[src/rtl/mem_access_stage_pkg.sv]
// Shared types and constants for the MEM stage: bus structs, FSM state,
// opcode/funct3 encodings and the byte-enable width.
package mem_access_stage_pkg;

    localparam int unsigned DATA_W = 32;
    localparam int unsigned BE_W   = DATA_W / 8;

    // Opcode encodings shared with the rest of the pipeline
    localparam logic [6:0] ALUopR = 7'b0110011;
    localparam logic [6:0] ALUopI = 7'b0010011;
    localparam logic [6:0] LW     = 7'b0000011;
    localparam logic [6:0] SW     = 7'b0100011;

    localparam logic [2:0] F3_LB  = 3'b000;
    localparam logic [2:0] F3_LH  = 3'b001;
    localparam logic [2:0] F3_LW  = 3'b010;
    localparam logic [2:0] F3_LBU = 3'b100;
    localparam logic [2:0] F3_LHU = 3'b101;
    localparam logic [2:0] F3_SB  = 3'b000;
    localparam logic [2:0] F3_SH  = 3'b001;
    localparam logic [2:0] F3_SW  = 3'b010;

    typedef enum logic [1:0] {
        IDLE,
        REQ,
        WAIT
    } mem_state_t;

    typedef struct packed {
        logic [31:0] instruction;
        logic [6:0]  opcode;
        logic [2:0]  funct3;
        logic [4:0]  rd;
        logic [31:0] alu_result;
        logic [31:0] store_data;
    } ex_mem_bus_t;

    typedef struct packed {
        logic [31:0] instruction;
        logic [6:0]  opcode;
        logic [4:0]  rd;
        logic [31:0] wb_value;
    } mem_wb_bus_t;

endpackage

[src/rtl/mem_access_stage_load_align.sv]
// Combinational load extraction: selects the addressed byte/half/word from a
// returned memory word and sign- or zero-extends it.
module load_align_unit
    import mem_access_stage_pkg::*;
(
    input  logic [DATA_W-1:0] rsp_data_i,
    input  logic [1:0]        off_i,
    input  logic [2:0]        funct3_i,
    output logic [DATA_W-1:0] wb_value_o
);

    logic [DATA_W-1:0] shifted;

    always_comb begin
        shifted = rsp_data_i >> {off_i, 3'b000};
        case (funct3_i)
            F3_LB:   wb_value_o = {{24{shifted[7]}}, shifted[7:0]};
            F3_LH:   wb_value_o = {{16{shifted[15]}}, shifted[15:0]};
            F3_LBU:  wb_value_o = {24'b0, shifted[7:0]};
            F3_LHU:  wb_value_o = {16'b0, shifted[15:0]};
            F3_LW:   wb_value_o = shifted;
            default: wb_value_o = shifted;
        endcase
    end

endmodule

[src/rtl/mem_access_stage.sv]
// Multi-cycle MEM stage: valid/ready data-memory requests, byte-lane stores,
// aligned load extraction, misalignment and response-timeout faults.
module mem_access_stage
    import mem_access_stage_pkg::*;
#(
    parameter int unsigned XLEN           = 32,
    parameter int unsigned TIMEOUT_CYCLES = 64
) (
    input  logic              clock,
    input  logic              reset,
    input  ex_mem_bus_t       ex_mem_bus_in,
    input  logic              in_valid,
    output logic              stall,
    output logic              dmem_req_valid,
    input  logic              dmem_req_ready,
    output logic              dmem_we,
    output logic [XLEN-1:0]   dmem_addr,
    output logic [XLEN-1:0]   dmem_wdata,
    output logic [BE_W-1:0]   dmem_be,
    input  logic              dmem_rsp_valid,
    input  logic [XLEN-1:0]   dmem_rsp_data,
    output mem_wb_bus_t       mem_wb_bus_out,
    output logic              out_valid,
    output logic              fault
);

    if (XLEN != 32) begin : g_bad_xlen
        $error("mem_access_stage: XLEN must be 32");
    end
    if (TIMEOUT_CYCLES < 2) begin : g_bad_timeout
        $error("mem_access_stage: TIMEOUT_CYCLES must be at least 2");
    end

    localparam int unsigned       CNT_W    = $clog2(TIMEOUT_CYCLES);
    localparam logic [CNT_W-1:0]  TMO_LAST = CNT_W'(TIMEOUT_CYCLES - 1);

    mem_state_t        state_q, state_d;
    logic [CNT_W-1:0]  cnt_q, cnt_d;
    logic              out_valid_q, fault_q;
    mem_wb_bus_t       mem_wb_q;

    logic              is_load, is_store, is_alu, is_mem, misaligned, mem_go;
    logic [1:0]        off;
    logic              tmo_hit, complete, fault_c;
    logic [XLEN-1:0]   wb_c, load_value;

    always_comb begin
        off        = ex_mem_bus_in.alu_result[1:0];
        is_load    = (ex_mem_bus_in.opcode == LW);
        is_store   = (ex_mem_bus_in.opcode == SW);
        is_alu     = (ex_mem_bus_in.opcode == ALUopR) || (ex_mem_bus_in.opcode == ALUopI);
        is_mem     = is_load || is_store;
        misaligned = 1'b0;
        if (is_mem) begin
            // funct3[1:0] encodes access size for both loads and stores
            case (ex_mem_bus_in.funct3[1:0])
                2'b00:   misaligned = 1'b0;
                2'b01:   misaligned = off[0];
                default: misaligned = (off != 2'b00);
            endcase
        end
        mem_go  = in_valid && is_mem && !misaligned;
        tmo_hit = (cnt_q == TMO_LAST);
    end

    always_comb begin
        dmem_addr  = {ex_mem_bus_in.alu_result[XLEN-1:2], 2'b00};
        dmem_we    = is_store;
        dmem_be    = '1;
        dmem_wdata = '0;
        if (is_store) begin
            case (ex_mem_bus_in.funct3)
                F3_SB: begin
                    dmem_be    = 4'b0001 << off;
                    dmem_wdata = {4{ex_mem_bus_in.store_data[7:0]}};
                end
                F3_SH: begin
                    dmem_be    = 4'b0011 << off;
                    dmem_wdata = {2{ex_mem_bus_in.store_data[15:0]}};
                end
                F3_SW:   dmem_wdata = ex_mem_bus_in.store_data;
                default: dmem_wdata = ex_mem_bus_in.store_data;
            endcase
        end
    end

    load_align_unit u_load_align (
        .rsp_data_i (dmem_rsp_data),
        .off_i      (off),
        .funct3_i   (ex_mem_bus_in.funct3),
        .wb_value_o (load_value)
    );

    always_ff @(posedge clock) begin
        if (reset) begin
            state_q     <= IDLE;
            cnt_q       <= '0;
            out_valid_q <= 1'b0;
            fault_q     <= 1'b0;
            mem_wb_q    <= '0;
        end else begin
            state_q     <= state_d;
            cnt_q       <= cnt_d;
            out_valid_q <= complete;
            fault_q     <= complete && fault_c;
            if (complete) begin
                mem_wb_q <= '{instruction: ex_mem_bus_in.instruction,
                              opcode:      ex_mem_bus_in.opcode,
                              rd:          ex_mem_bus_in.rd,
                              wb_value:    wb_c};
            end
        end
    end

    always_comb begin
        state_d = state_q;
        unique case (state_q)
            IDLE: begin
                if (mem_go) begin
                    if (!dmem_req_ready) state_d = REQ;
                    else if (is_load)    state_d = WAIT;
                end
            end
            REQ: begin
                if (dmem_req_ready) state_d = is_load ? WAIT : IDLE;
                else if (tmo_hit)   state_d = IDLE;
            end
            WAIT: begin
                if (dmem_rsp_valid || tmo_hit) state_d = IDLE;
            end
            default: state_d = IDLE;
        endcase
        // Any state change (IDLE->REQ, IDLE->WAIT, REQ->WAIT) restarts the count
        cnt_d = '0;
        if (state_q != IDLE && state_d == state_q) cnt_d = cnt_q + 1'b1;
    end

    always_comb begin
        dmem_req_valid = 1'b0;
        complete       = 1'b0;
        fault_c        = 1'b0;
        wb_c           = '0;
        unique case (state_q)
            IDLE: begin
                dmem_req_valid = mem_go;
                if (in_valid && !mem_go) begin
                    complete = 1'b1;
                    fault_c  = is_mem;
                    wb_c     = is_alu ? ex_mem_bus_in.alu_result : '0;
                end else if (mem_go && dmem_req_ready && is_store) begin
                    complete = 1'b1;
                end
            end
            REQ: begin
                dmem_req_valid = 1'b1;
                if (dmem_req_ready) begin
                    complete = is_store;
                end else if (tmo_hit) begin
                    complete = 1'b1;
                    fault_c  = 1'b1;
                end
            end
            WAIT: begin
                if (dmem_rsp_valid) begin
                    complete = 1'b1;
                    wb_c     = load_value;
                end else if (tmo_hit) begin
                    complete = 1'b1;
                    fault_c  = 1'b1;
                end
            end
            default: ;
        endcase
        if (reset) begin
            dmem_req_valid = 1'b0;
            complete       = 1'b0;
        end
        stall = mem_go && !complete;
    end

    assign mem_wb_bus_out = mem_wb_q;
    assign out_valid      = out_valid_q;
    assign fault          = fault_q;

endmodule

[config.mk]
export PLATFORM = sky130hd
export DESIGN_NAME = mem_access_stage
export DESIGN_NICKNAME = d
export VERILOG_FILES = /design/src/rtl/mem_access_stage_pkg.sv /design/src/rtl/mem_access_stage_load_align.sv /design/src/rtl/mem_access_stage.sv
export SDC_FILE = /design/constraint.sdc
export NUM_CORES = 1
export LEC_CHECK = 0
export CAP_MARGIN = 30
export CORE_ASPECT_RATIO = 2
export CORE_MARGIN = 3
export CORE_UTILIZATION = 40
export DETAILED_ROUTE_END_ITERATION = 8
export GPL_ROUTABILITY_DRIVEN = 0
export PLACE_DENSITY_LB_ADDON = 0.25
export SYNTH_ARGS = -nofsm -noshare
export SYNTH_HDL_FRONTEND = slang
export SYNTH_SLANG_ARGS = --single-unit
export TNS_END_PERCENT = 10
[constraint.sdc]
create_clock -name clock -period 6.45 [get_ports clock]
set_clock_uncertainty 0.2 [all_clocks]
set_input_delay 0.645 -clock clock [delete_from_list [all_inputs] [get_ports clock]]
set_output_delay 0.645 -clock clock [all_outputs]
set_load 0.05 [all_outputs]
Word-level counts from Yosys, hierarchy flattened
Index checks and enable logic that the tools add are counted.
{ "totals": {"reg_bits": 86, "inputBits": 148, "output_inout_bits": 149, "wordCells": 77} }
{ "classes": {"add_sub_neg": 1, "n_eq_ne": 12, "n_shift": 3, "mux": 32, "n_bitwise": 1, "n_reduce_logical": 20} }
{ "op_table": {"columns": ["operator", "count"], "rows": [
  ["2-to-1 mux 32 bit", 4],
  ["case mux 32 bit (2 select lines)", 2],
  ["case mux 32 bit (4 select lines)", 1],
  [">> shifter 32 x 5 -> 32 bit", 1],
  ["equality test 7 x 6 -> 1 bit (second input constant)", 2],
  ["2-to-1 mux 2 bit", 7],
  ["2-to-1 mux 1 bit", 11],
  ["logical AND 1 bit", 8],
  ["case mux 4 bit (2 select lines)", 1],
  ["equality test 7 x 2 -> 1 bit (second input constant)", 1],
  ["equality test 7 x 5 -> 1 bit (second input constant)", 1],
  ["adder 6 x 1 -> 6 bit (second input constant)", 1],
  ["equality test 3 bit (second input constant)", 2],
  ["equality test 6 bit (second input constant)", 1],
  ["case mux 1 bit (3 select lines)", 2],
  ["case mux 2 bit (3 select lines)", 1],
  ["equality test 2 x 1 -> 1 bit (second input constant)", 2],
  ["logical NOT 2 bit", 2],
  ["2-to-1 mux 4 bit", 1],
  ["case mux 1 bit (2 select lines)", 2],
  ["nonzero test 2 bit", 2],
  ["<< shifter 1 x 2 -> 4 bit (first input constant)", 1],
  ["<< shifter 2 x 2 -> 4 bit (first input constant)", 1],
  ["equality test 3 x 1 -> 1 bit (second input constant)", 1],
  ["7 further kinds", 11]
]} }

Logic depth before layout (Yosys ltp)
Gate-level depths: netlist of the first run.
{ "depth": {"word_depth": 13, "depth_mapped": 9, "mapped_depth_nobuf": 7} }

By module
Synthesis of the first run repeated with hierarchy kept, for this count alone.
{ "hier_totals": {"hier_cells": 593, "hier_area_um2": 5154.9} }
{ "modules_own_cells": {"columns": ["module", "instances", "cells_each", "area_per_inst_um2", "seq_area_each_um2"], "rows": [
  ["mem_access_stage", 1, 486, 4460.5, 1721.7],
  ["load_align_unit", 1, 107, 694.4, 0.0]
]} }

Worst setup path before layout of the first run
No wires, ideal clock.
{ "synth_timing": {"path_type": "input port to output port", "from": "input port ex_mem_bus_in[70] in the netlist's numbering", "to": "output port dmem_wdata[27]", "arrival_ns": 2.717, "t_required_ns": 5.605, "slack_ns": 2.888, "stages": 5, "path_buffers": 2, "path_cell_list": "buf_4 > nor2_1 > clkbuf_1 > nor2_1 > a211oi_1"} }
{ "synth_between": {"elab_chain_len": 3, "word_cells_on_any_way": 4, "cone_classes": "1 x eq/ne; 2 x mux; 1 x reduce/logical"} }
{ "synth_lines": {"columns": ["item", "line_no", "text"], "rows": [
  ["start, declared", "mem_access_stage.sv:11", "input ex_mem_bus_t ex_mem_bus_in,"],
  ["equality test 3 x 1 -> 1 bit / logical NOT 3 bit (equally long branches)", "mem_access_stage.sv:72", "case (ex_mem_bus_in.funct3)"],
  ["case mux 32 bit (2 select lines) *", "mem_access_stage.sv:72", null],
  ["2-to-1 mux 32 bit *", "mem_access_stage.sv:71", "if (is_store) begin"],
  ["end, declared", "mem_access_stage.sv:18", "output logic [XLEN-1:0] dmem_wdata,"]
]} }
Every way passes the cells marked *; elsewhere a longest branch is shown, timed or not.

Worst setup path after layout of the first run
{ "layout_timing": {"from": "input port ex_mem_bus_in[70] in the netlist's numbering", "to": "output port stall"} }
{ "layout_between": {"elab_chain_len": 13, "word_cells_on_any_way": 16, "cone_classes": "1 x eq/ne; 6 x mux; 9 x reduce/logical"} }
{ "layout_lines": {"columns": ["item", "line_no", "text"], "rows": [
  ["equality test 2 x 1 -> 1 bit / logical NOT 2 bit (equally long branches)", "mem_access_stage.sv:56", "case (ex_mem_bus_in.funct3[1:0])"],
  ["case mux 1 bit (2 select lines) *", "mem_access_stage.sv:56", null],
  ["2-to-1 mux 1 bit *", "mem_access_stage.sv:54", "if (is_mem) begin"],
  ["logical NOT 1 bit *", "mem_access_stage.sv:62", "mem_go = in_valid && is_mem && !misaligned;"],
  ["logical AND 1 bit *", "mem_access_stage.sv:62", null],
  ["logical AND 1 bit (2 in a row)", "mem_access_stage.sv:150", "end else if (mem_go && dmem_req_ready && is_store) begin"],
  ["2-to-1 mux 1 bit", "mem_access_stage.sv:150", null],
  ["2-to-1 mux 1 bit", "mem_access_stage.sv:146", "if (in_valid && !mem_go) begin"],
  ["case mux 1 bit (3 select lines)", "mem_access_stage.sv:143", "unique case (state_q)"],
  ["2-to-1 mux 1 bit", "mem_access_stage.sv:174", "if (reset) begin"],
  ["logical NOT 1 bit", "mem_access_stage.sv:178", "stall = mem_go && !complete;"],
  ["logical AND 1 bit *", "mem_access_stage.sv:178", null],
  ["end, declared", "mem_access_stage.sv:13", "output logic stall,"]
]} }
Marked as above.

==> impl_metrics.json, run 1 <==
{
  "postSynthRegisterBits": 86,
  "tritoncts.num_buffers": 9,
  "cp-end-kind": "output pin",
  "grt_start_max_net_pins": 86,
  "slew_viol_final": 0,
  "ys_dominant_reg_cell": "dfxtp_1",
  "detail_route.wl_per_cell_microns": 20.3,
  "die_height_microns": 187,
  "globalRoute.totalOverflow": 0,
  "count_of_flip_flops_with_a_built_in_enable_after_synthesis": 0,
  "cp_cell_sequence": "clkdlybuf4s50_1, a21oi_2, o2111a_1, o22a_4, a21o_1, o21a_1, clkdlybuf4s50_1",
  "slew_headroom_pct": 37.3,
  "drt_iter0_markers": 362,
  "antennaDiodeCount": 0,
  "via_count_of_the_first_global_routing_pass": 6861,
  "drt_pass1_iterations": 5,
  "core_util_final_pct": 59.7,
  "clock_edge_transition_at_the_registers_on_the_reported_setup_and_hold_paths_ns": 0.06,
  "cellLeakagePower_nw": 3.54,
  "design.portCount": 297,
  "outcome": "finished clean",
  "finalCriticalPeriod_ns": 4.49,
  "part_of_the_yosys_area_used_for_sequential_elements_pct": 26.3,
  "synth-warning-count": 0,
  "critPathLaunchType": "primary input",
  "avgSynthCellArea_sq_um": 7.80,
  "wire_length_of_the_first_global_routing_pass_microns": 37300,
  "postSynthCellCount": 838,
  "worstHoldPathType": "flop to flop",
  "cap_viol_max_count": 0,
  "totalWireLength_microns": 25200,
  "placed_cells_incl_taps": 1225,
  "worst_path_most_repeated_cell": "clkdlybuf4s50_1",
  "postCtsHoldBufs": 0,
  "timing.critical_path.from": "ex_mem_bus_in[70]",
  "grt_antenna_before_repair": 1,
  "critPathMaxStageDelay_ns": 0.80,
  "post-cts-setup-buffers": 0,
  "total_number_of_vias": 7267,
  "setup_violations": 0,
  "dp_hpwl_microns": 18400,
  "tns_ns": 0,
  "timing.reg2reg.worst_path_depth": 8,
  "ir_drop_uv": 133,
  "clock_path_buffers": 2,
  "cts_resized": 0,
  "floorplan.die_area_sq_um": 18000,
  "num-nets-final": 1184,
  "syn_to_final_growth_pct": 45.6,
  "grt_use_met2_pct": 47.7,
  "cp_class": "primary input to output pin",
  "synth_cell_type_count": 64,
  "via_per_inst": 5.86,
  "cts.sinks": 86,
  "worst-path-max-fanout": 52,
  "die_w_microns": 96.4,
  "cts_root_buf": "clkbuf_16",
  "std_cell_core_area_sq_um": 15900,
  "clock_tree_from_tritoncts": "done",
  "worst-slew-pin-transition_ns": 0.940,
  "grt_util_met3_pct": 6.09,
  "clk_latency_ns": 0.34,
  "final_instance_count_excl_fillers": 1241,
  "gr-usage-met1_pct": 26.9,
  "rsz_0062_raised_after_global_routing": "no",
  "layout-drive-gt1-share_pct": 7.98,
  "buffer_ports.inserted": 294,
  "hold_viol": 0,
  "route.detailed.drc": 0,
  "antenna_left": 0,
  "timing.hold.worst_path_depth": 1,
  "achievable-frequency_mhz": 223,
  "placement_rows": 65,
  "floorplan.initialDensity_pct": 41.0,
  "final_min_period_over_clock_period_pct": 69.6,
  "synthesized_area_sq_um": 6540,
  "worst-endpoint-arrival_ns": 3.64,
  "crit-reg2reg-launch": "cnt_q[0]",
  "worst_hold_startpoint": "cnt_q[0]",
  "grt_use_total_pct": 26.5,
  "cts.htree.levels": 3,
  "gr-max-usage-layer": "met2",
  "pwr_density_cell_nw_per_um2": 170,
  "critical-path-slowest-cell": "clkdlybuf4s50_1",
  "filler_cell_count": 1486,
  "timing.critical_path.required_ns": 5.60,
  "postSynth.asyncResetShare_pct": 0
}
registers in the layout, summed over array words and instances, names as in the netlist:
name and count:
state_q 2, cnt_q 6, out_valid 1, fault 1, mem_wb_bus_out 76
where the power goes:
group | internal (W) | total (W) | switching (W)
combinational | 0.000178 | 0.000414 | 0.000236
clock | 0.000420 | 0.000650 | 0.000230
sequential | 0.000549 | 0.000557 | 0.00000832
total | 0.00115 | 0.00162 | 0.000474
area by class of cell:
type / instances / area, sq um / area share, %
tap: 201 / 251 / 2.64
clock inverter: 7 / 145 / 1.52
inverter: 5 / 23.8 / 0.250
multi-input combinational: 626 / 4120 / 43.3
sequential: 86 / 1720 / 18.1
timing repair buffer: 307 / 3040 / 31.9
clock buffer: 9 / 225 / 2.37
cell families (layout without fill, tap and decap cells):
group,count (synthesis),in the layout,synth area share (%)
compound gates,290,290,32.2
xor+xnor,4,4,0.536
fa+ha+maj,1,1,0.191
buf+inv,127,328,10.9
flops,86,86,26.3
mux,38,38,6.62
other cells,1,2,0.0574
simple gates,291,291,23.1
worst max-delay path, delay by kind of cell:
kind / cells / cell delay, ns
compound gates: 5 / 1.50
buf+inv: 2 / 1.47
worst paths after layout:
path,slack [ns],endpoint
min reg2reg,0.26,cnt_q[0]
max reg2reg,2.98,mem_wb_bus_out[69]
max,1.96,stall
min,0.26,cnt_q[0]
per-layer routing:
metal | vias to the layer above | part of all wire (%)
li1 | 3477 | -
met1 | 3382 | 35
met2 | 329 | 51
met3 | 79 | 8.2
met4 | 0 | 5.7
met5 | - | 0
cells in the final DEF, fill, tap and decap left out, types with 3 or more instances in the layout:
| cell | synthesis | final |
|---|---|---|
| dfxtp_1 | 86 | 86 |
| buf_4 | 37 | 13 |
| nand4_1 | 5 | 5 |
| clkbuf_16 | 0 | 9 |
| a211oi_1 | 17 | 17 |
| o31ai_2 | 10 | 10 |
| a22oi_1 | 17 | 17 |
| nor3_1 | 41 | 41 |
| o21ai_1 | 8 | 8 |
| nand3_1 | 6 | 6 |
| a211o_1 | 16 | 16 |
| a31oi_1 | 3 | 3 |
| o31ai_1 | 30 | 30 |
| and3b_1 | 4 | 4 |
| mux2_2 | 22 | 22 |
| a21oi_1 | 59 | 59 |
| nor2_1 | 35 | 35 |
| o21ai_0 | 53 | 53 |
| o311ai_1 | 4 | 4 |
| bufinv_16 | 0 | 4 |
| and2_1 | 11 | 11 |
| mux2i_1 | 14 | 14 |
| o2bb2ai_1 | 5 | 5 |
| a311o_1 | 40 | 40 |
| nor2b_1 | 62 | 62 |
| nand2_1 | 91 | 91 |
| clkdlybuf4s50_1 | 0 | 293 |
| and3_1 | 16 | 16 |
| a32oi_1 | 15 | 15 |
metrics by stage:
step | instance area, sq um | power [W] | setup slack [ns] | hold slack (ns)
6_report | 9520 | 0.00162 | 1.96 | 0.260
5_1_grt | 9520 | 0.00168 | 1.85 | 0.292
4_1_cts | 9520 | 0.00164 | 1.97 | 0.261
3_5_place_dp | 9150 | 0.000980 | 1.98 | 0.251
3_3_place_gp | 9150 | 0.000979 | 1.99 | 0.232
2_1_floorplan | 6540 | 0.000807 | 2.89 | 0.218
cell usage after synthesis, types with 10 or more instances:
master / instances / area share, %
nor3_1: 41 / 3.1
clkbuf_1: 41 / 2.4
a211oi_1: 17 / 2.0
a32oi_1: 15 / 2.0
o31ai_2: 10 / 1.9
a22oi_1: 17 / 2.0
nor2_1: 35 / 2.0
buf_4: 37 / 4.2
dfxtp_1: 86 / 26
mux2i_1: 14 / 2.1
and2_1: 11 / 1.1
a311o_1: 40 / 6.1
o31ai_1: 30 / 3.4
a211o_1: 16 / 2.1
nand2_1: 91 / 5.2
a21oi_1: 59 / 4.5
buf_2: 34 / 2.6
and3_1: 16 / 1.5
mux2_2: 22 / 3.8
o21ai_0: 53 / 4.1
nor2b_1: 62 / 5.9
No activity file was read; power rests on OpenSTA's default activity.
==> run 2, diff against run 1 <==
Clock period 6.45 ns to 4.7 ns, I/O delays scaled along.
==> impl_metrics.json, run 2 (same netlist as run 1, synthesis figures left out) <==
{
  "ir_drop_uv": 190,
  "drt_pass1_iterations": 5,
  "largest_register_ffs": 76,
  "post-cts-setup-buffers": 0,
  "design.portCount": 297,
  "via_per_inst": 5.88,
  "layout-drive-gt1-share_pct": 8.34,
  "most_common_cell_after_layout_fill_and_taps_aside": "clkdlybuf4s50_1",
  "core_util_final_pct": 59.9,
  "grt_start_max_net_pins": 121,
  "antenna_left": 0,
  "dp_hpwl_microns": 18400,
  "finalCriticalPeriod_ns": 3.95,
  "clk_latency_ns": 0.34,
  "floorplan.initialDensity_pct": 41.0,
  "detail_route.wl_per_cell_microns": 19.9,
  "netSwitchingFraction_pct": 30.6,
  "setup_violations": 0,
  "grt_antenna_before_repair": 2,
  "cap_viol_max_count": 0,
  "rsz_0062_raised_after_global_routing": "no",
  "power.clock.fraction_pct": 35.6,
  "globalRoute.totalOverflow": 0,
  "internal_power_w": 0.00144,
  "pwr-share-seq_pct": 36.8,
  "num-nets-final": 1187,
  "r2r_slack_ns": 1.90,
  "slew_headroom_pct": 40.6,
  "switching_power_w": 0.000635,
  "tritoncts.num_buffers": 9,
  "cp-end-kind": "output pin",
  "grt_use_total_pct": 26.6,
  "floorplan.die_area_sq_um": 18000,
  "worst-slew-pin-transition_ns": 0.891,
  "cts_root_buf": "clkbuf_16",
  "worstHoldPathType": "flop to flop",
  "outcome": "finished clean",
  "drt_iter0_markers": 425,
  "final_min_period_over_clock_period_pct": 84.0,
  "syn_to_final_growth_pct": 46.0,
  "hold_viol": 0,
  "timing.critical_path.required_ns": 4.03,
  "slew_viol_final": 0,
  "worst-endpoint-arrival_ns": 3.28,
  "wire_length_of_the_first_global_routing_pass_microns": 37600,
  "die_height_microns": 187,
  "clock_path_buffers": 2,
  "pwr_density_cell_nw_per_um2": 218,
  "cellLeakagePower_nw": 3.55,
  "total_number_of_vias": 7327,
  "clock_edge_transition_at_the_registers_on_the_reported_setup_and_hold_paths_ns": 0.06,
  "mostFrequentLayoutCells": "292 x clkdlybuf4s50_1, 91 x nand2_1, 86 x dfxtp_1",
  "achievable-frequency_mhz": 253,
  "cts.htree.levels": 3,
  "cts_resized": 0,
  "cts.sinks": 86,
  "worst-path-max-fanout": 26,
  "std_cell_core_area_sq_um": 15900,
  "tns_ns": 0,
  "buffer_ports.inserted": 294,
  "totalWireLength_microns": 24800,
  "placement_rows": 65,
  "hold_slack_ns": 0.252,
  "route.detailed.drc": 0,
  "via_count_of_the_first_global_routing_pass": 7039,
  "combinationalPowerShare_pct": 27.6,
  "critPathLaunchType": "primary input",
  "die_w_microns": 96.4,
  "postCtsHoldBufs": 0,
  "clock_tree_from_tritoncts": "done",
  "cp_class": "primary input to output pin"
}
[run 2: cell types whose count changed in the layout (fill, tap and decap cells not counted), sizes merged]
| cell | change |
|---|---|
| diode | +2 |
| buf | +4 |
| clkdlybuf4s50 | -1 |
| bufinv | -3 |
| inv | -1 |
| clkinvlp | +2 |
| clkbuf | +2 |
[run 2: worst paths after layout]
| check | start | end | cells past startpoint |
|---|---|---|---|
| min reg2reg | cnt_q[0] | cnt_q[0] | 1 |
| max reg2reg | cnt_q[0] | mem_wb_bus_out[72] | 8 |
| max | ex_mem_bus_in[73] | dmem_wdata[31] | 6 |
| min | cnt_q[0] | cnt_q[0] | 1 |
[run 2: layer usage]
metal / vias up / global-route usage, % / share of wire [%]
li1: 3491 / - / -
met1: 3420 / 27.2 / 35
met2: 336 / 46.8 / 51
met3: 80 / 5.97 / 8.8
met4: 0 / 16.6 / 5.9
met5: - / 0 / 0
[run 2: final cells by class]
cell class / instances / area, sq um
Tap cell: 201 / 251
Antenna cell: 2 / 5.00
Clock inverter: 5 / 57.6
Inverter: 5 / 23.8
Multi-Input combinational cell: 626 / 4120
Sequential cell: 86 / 1720
Fill cell: 1468 / 6400
Clock buffer: 11 / 253
Timing Repair Buffer: 310 / 3110
[run 2: through the flow]
stage | instances | worst slack [ns] | total power [W] | cell area [sq um]
4_1_cts | 1244 | 0.962 | 0.00210 | 9540
3_5_place_dp | 1228 | 0.959 | 0.00135 | 9230
3_3_place_gp | 1227 | 1.00 | 0.00135 | 9200
5_1_grt | 1246 | 0.621 | 0.00216 | 9540
2_1_floorplan | 839 | 1.49 | 0.00111 | 6540
6_report | 1246 | 0.753 | 0.00208 | 9540
[run 2: power by group through the flow]
stage	clock, W	sequential, W	combinational, W
5_1_grt	0.000788	0.000767	0.000602
4_1_cts	0.000766	0.000765	0.000571
3_5_place_dp	0	0.000781	0.000568
3_3_place_gp	0	0.000780	0.000565
2_1_floorplan	0	0.000864	0.000244
6_report	0.000740	0.000764	0.000572
[run 2: critical path: stages]
cell and delay, ns:
clkdlybuf4s50_1 0.53, and3b_1 0.23, and3b_1 0.27, nand2_4 0.22
a211oi_1 0.62, clkdlybuf4s50_1 0.93
==> run 3, diff against run 2 <==
Clock period 4.7 ns to 3.8 ns, I/O delays scaled along.
==> impl_metrics.json, run 3 (same netlist as run 1, synthesis figures left out) <==
{
  "rsz_0062_raised_after_global_routing": "no",
  "placed_cells_incl_taps": 1230,
  "setup_violations": 0,
  "cts.htree.levels": 3,
  "std_cell_core_area_sq_um": 15900,
  "clock_path_buffers": 2,
  "final_instance_count_excl_fillers": 1246,
  "placement_rows": 65,
  "achievable-frequency_mhz": 303,
  "globalRoute.totalOverflow": 0,
  "post-cts-setup-buffers": 0,
  "floorplan.die_area_sq_um": 18000,
  "worst-slew-pin-transition_ns": 0.871,
  "cellLeakagePower_nw": 3.63,
  "hold_slack_ns": 0.252,
  "antenna_left": 0,
  "postCtsHoldBufs": 0,
  "worst-path-max-fanout": 18,
  "critPathMaxStageDelay_ns": 0.80,
  "design.portCount": 297,
  "filler_cell_count": 1446,
  "cts_resized": 0,
  "mostFrequentLayoutCells": "267 x clkdlybuf4s50_1, 91 x nand2_1, 86 x dfxtp_1",
  "dp_hpwl_microns": 18300,
  "tns_ns": 0,
  "layout-drive-gt1-share_pct": 10.8,
  "route.detailed.drc": 0,
  "most_common_cell_after_layout_fill_and_taps_aside": "clkdlybuf4s50_1",
  "die_height_microns": 187,
  "via_count_of_the_first_global_routing_pass": 6875,
  "worstHoldPathType": "flop to flop",
  "hold_viol": 0,
  "cp_cell_sequence": "clkdlybuf4s50_1, and3b_1, and3b_1, nand2_4, inv_6, and2_1, clkdlybuf4s50_1",
  "ir_drop_uv": 319,
  "total_number_of_vias": 7281,
  "totalWireLength_microns": 24800,
  "dpl_worst_slack_ns": 0.462,
  "num-nets-final": 1189,
  "drt_pass1_iterations": 5,
  "final_critical_path_setup_slack_ns": 0.501,
  "clock_edge_transition_at_the_registers_on_the_reported_setup_and_hold_paths_ns": 0.06,
  "timing.critical_path.required_ns": 3.22,
  "largest_register_ffs": 76,
  "clk_latency_ns": 0.34,
  "buffer_ports.inserted": 294,
  "critPathLaunchType": "primary input",
  "floorplan.initialDensity_pct": 41.0,
  "grt_use_total_pct": 26.3,
  "finalCriticalPeriod_ns": 3.30,
  "die_w_microns": 96.4,
  "slew_headroom_pct": 42.0,
  "cp_class": "primary input to output pin",
  "cts_root_buf": "clkbuf_16",
  "slew_viol_final": 0,
  "critical-path-slowest-cell": "clkdlybuf4s50_1",
  "clock_tree_from_tritoncts": "done",
  "via_per_inst": 5.84,
  "worst-endpoint-arrival_ns": 2.72,
  "cp.buffers_inverters": 3,
  "wire_length_of_the_first_global_routing_pass_microns": 37000,
  "cap_viol_max_count": 0,
  "cp-end-kind": "output pin",
  "drt_iter0_markers": 368,
  "syn_to_final_growth_pct": 46.4,
  "cpLargestDelayFamily": "buffers and inverters",
  "final_min_period_over_clock_period_pct": 86.8,
  "tritoncts.num_buffers": 9,
  "outcome": "finished clean",
  "detail_route.wl_per_cell_microns": 19.9,
  "cts.sinks": 86,
  "grt_start_max_net_pins": 121,
  "pwr_density_cell_nw_per_um2": 273,
  "grt_antenna_before_repair": 1
}
[run 3: cell types whose count changed in the layout (fill, tap and decap cells not counted)]
cell | before | now
clkdlybuf4s50_1 | 292 | 267
buf_4 | 13 | 34
buf_12 | 3 | 10
clkinvlp_4 | 3 | 0
buf_16 | 1 | 0
bufinv_16 | 1 | 2
clkinv_2 | 1 | 2
diode_2 | 2 | 1
[run 3: per-stage QoR]
stage | util (%) | power [W] | cell area [sq um]
after floorplan | - | 0.00137 | 6540
after global placement | 58.0 | 0.00166 | 9250
after detailed placement | 58.0 | 0.00167 | 9250
after CTS | 60.0 | 0.00263 | 9570
after global routing | 60.1 | 0.00271 | 9570
final | 60.1 | 0.00261 | 9570
[run 3: final timing paths]
check	startpoint	to	slack, ns	depth (start not counted)
worst max register to register	cnt_q[0]	mem_wb_bus_out[74]	1.01	8
worst min register to register	cnt_q[0]	cnt_q[0]	0.25	1
worst min-delay path	cnt_q[0]	cnt_q[0]	0.25	1
worst max-delay path	ex_mem_bus_in[73]	dmem_wdata[6]	0.50	7
[run 3: per-layer routing]
metal | vias up | routed length (microns) | global-route usage, %
met1 | 3438 | 8600 | 27.0
met4 | 0 | 1290 | 14.8
met2 | 299 | 13000 | 46.8
met5 | - | 0 | 0
met3 | 57 | 1960 | 6.13
li1 | 3487 | - | -
[run 3: power by group]
part	total [W]	switching, W	internal [W]
Sequential	0.000946	0.0000148	0.000932
Combinational	0.000704	0.000398	0.000306
Clock	0.000962	0.000356	0.000606
[run 3: cell type report]
type / instances / area (sq um) / share of cell area [%]
repair buffers: 312 / 3130 / 32.7
well taps: 201 / 251 / 2.63
multi-input cells: 626 / 4120 / 43.0
diodes: 1 / 2.50 / 0.0261
flip-flops and latches: 86 / 1720 / 18.0
clock inverters: 4 / 70.1 / 0.732
inverters: 5 / 23.8 / 0.248
clock buffers: 11 / 253 / 2.64
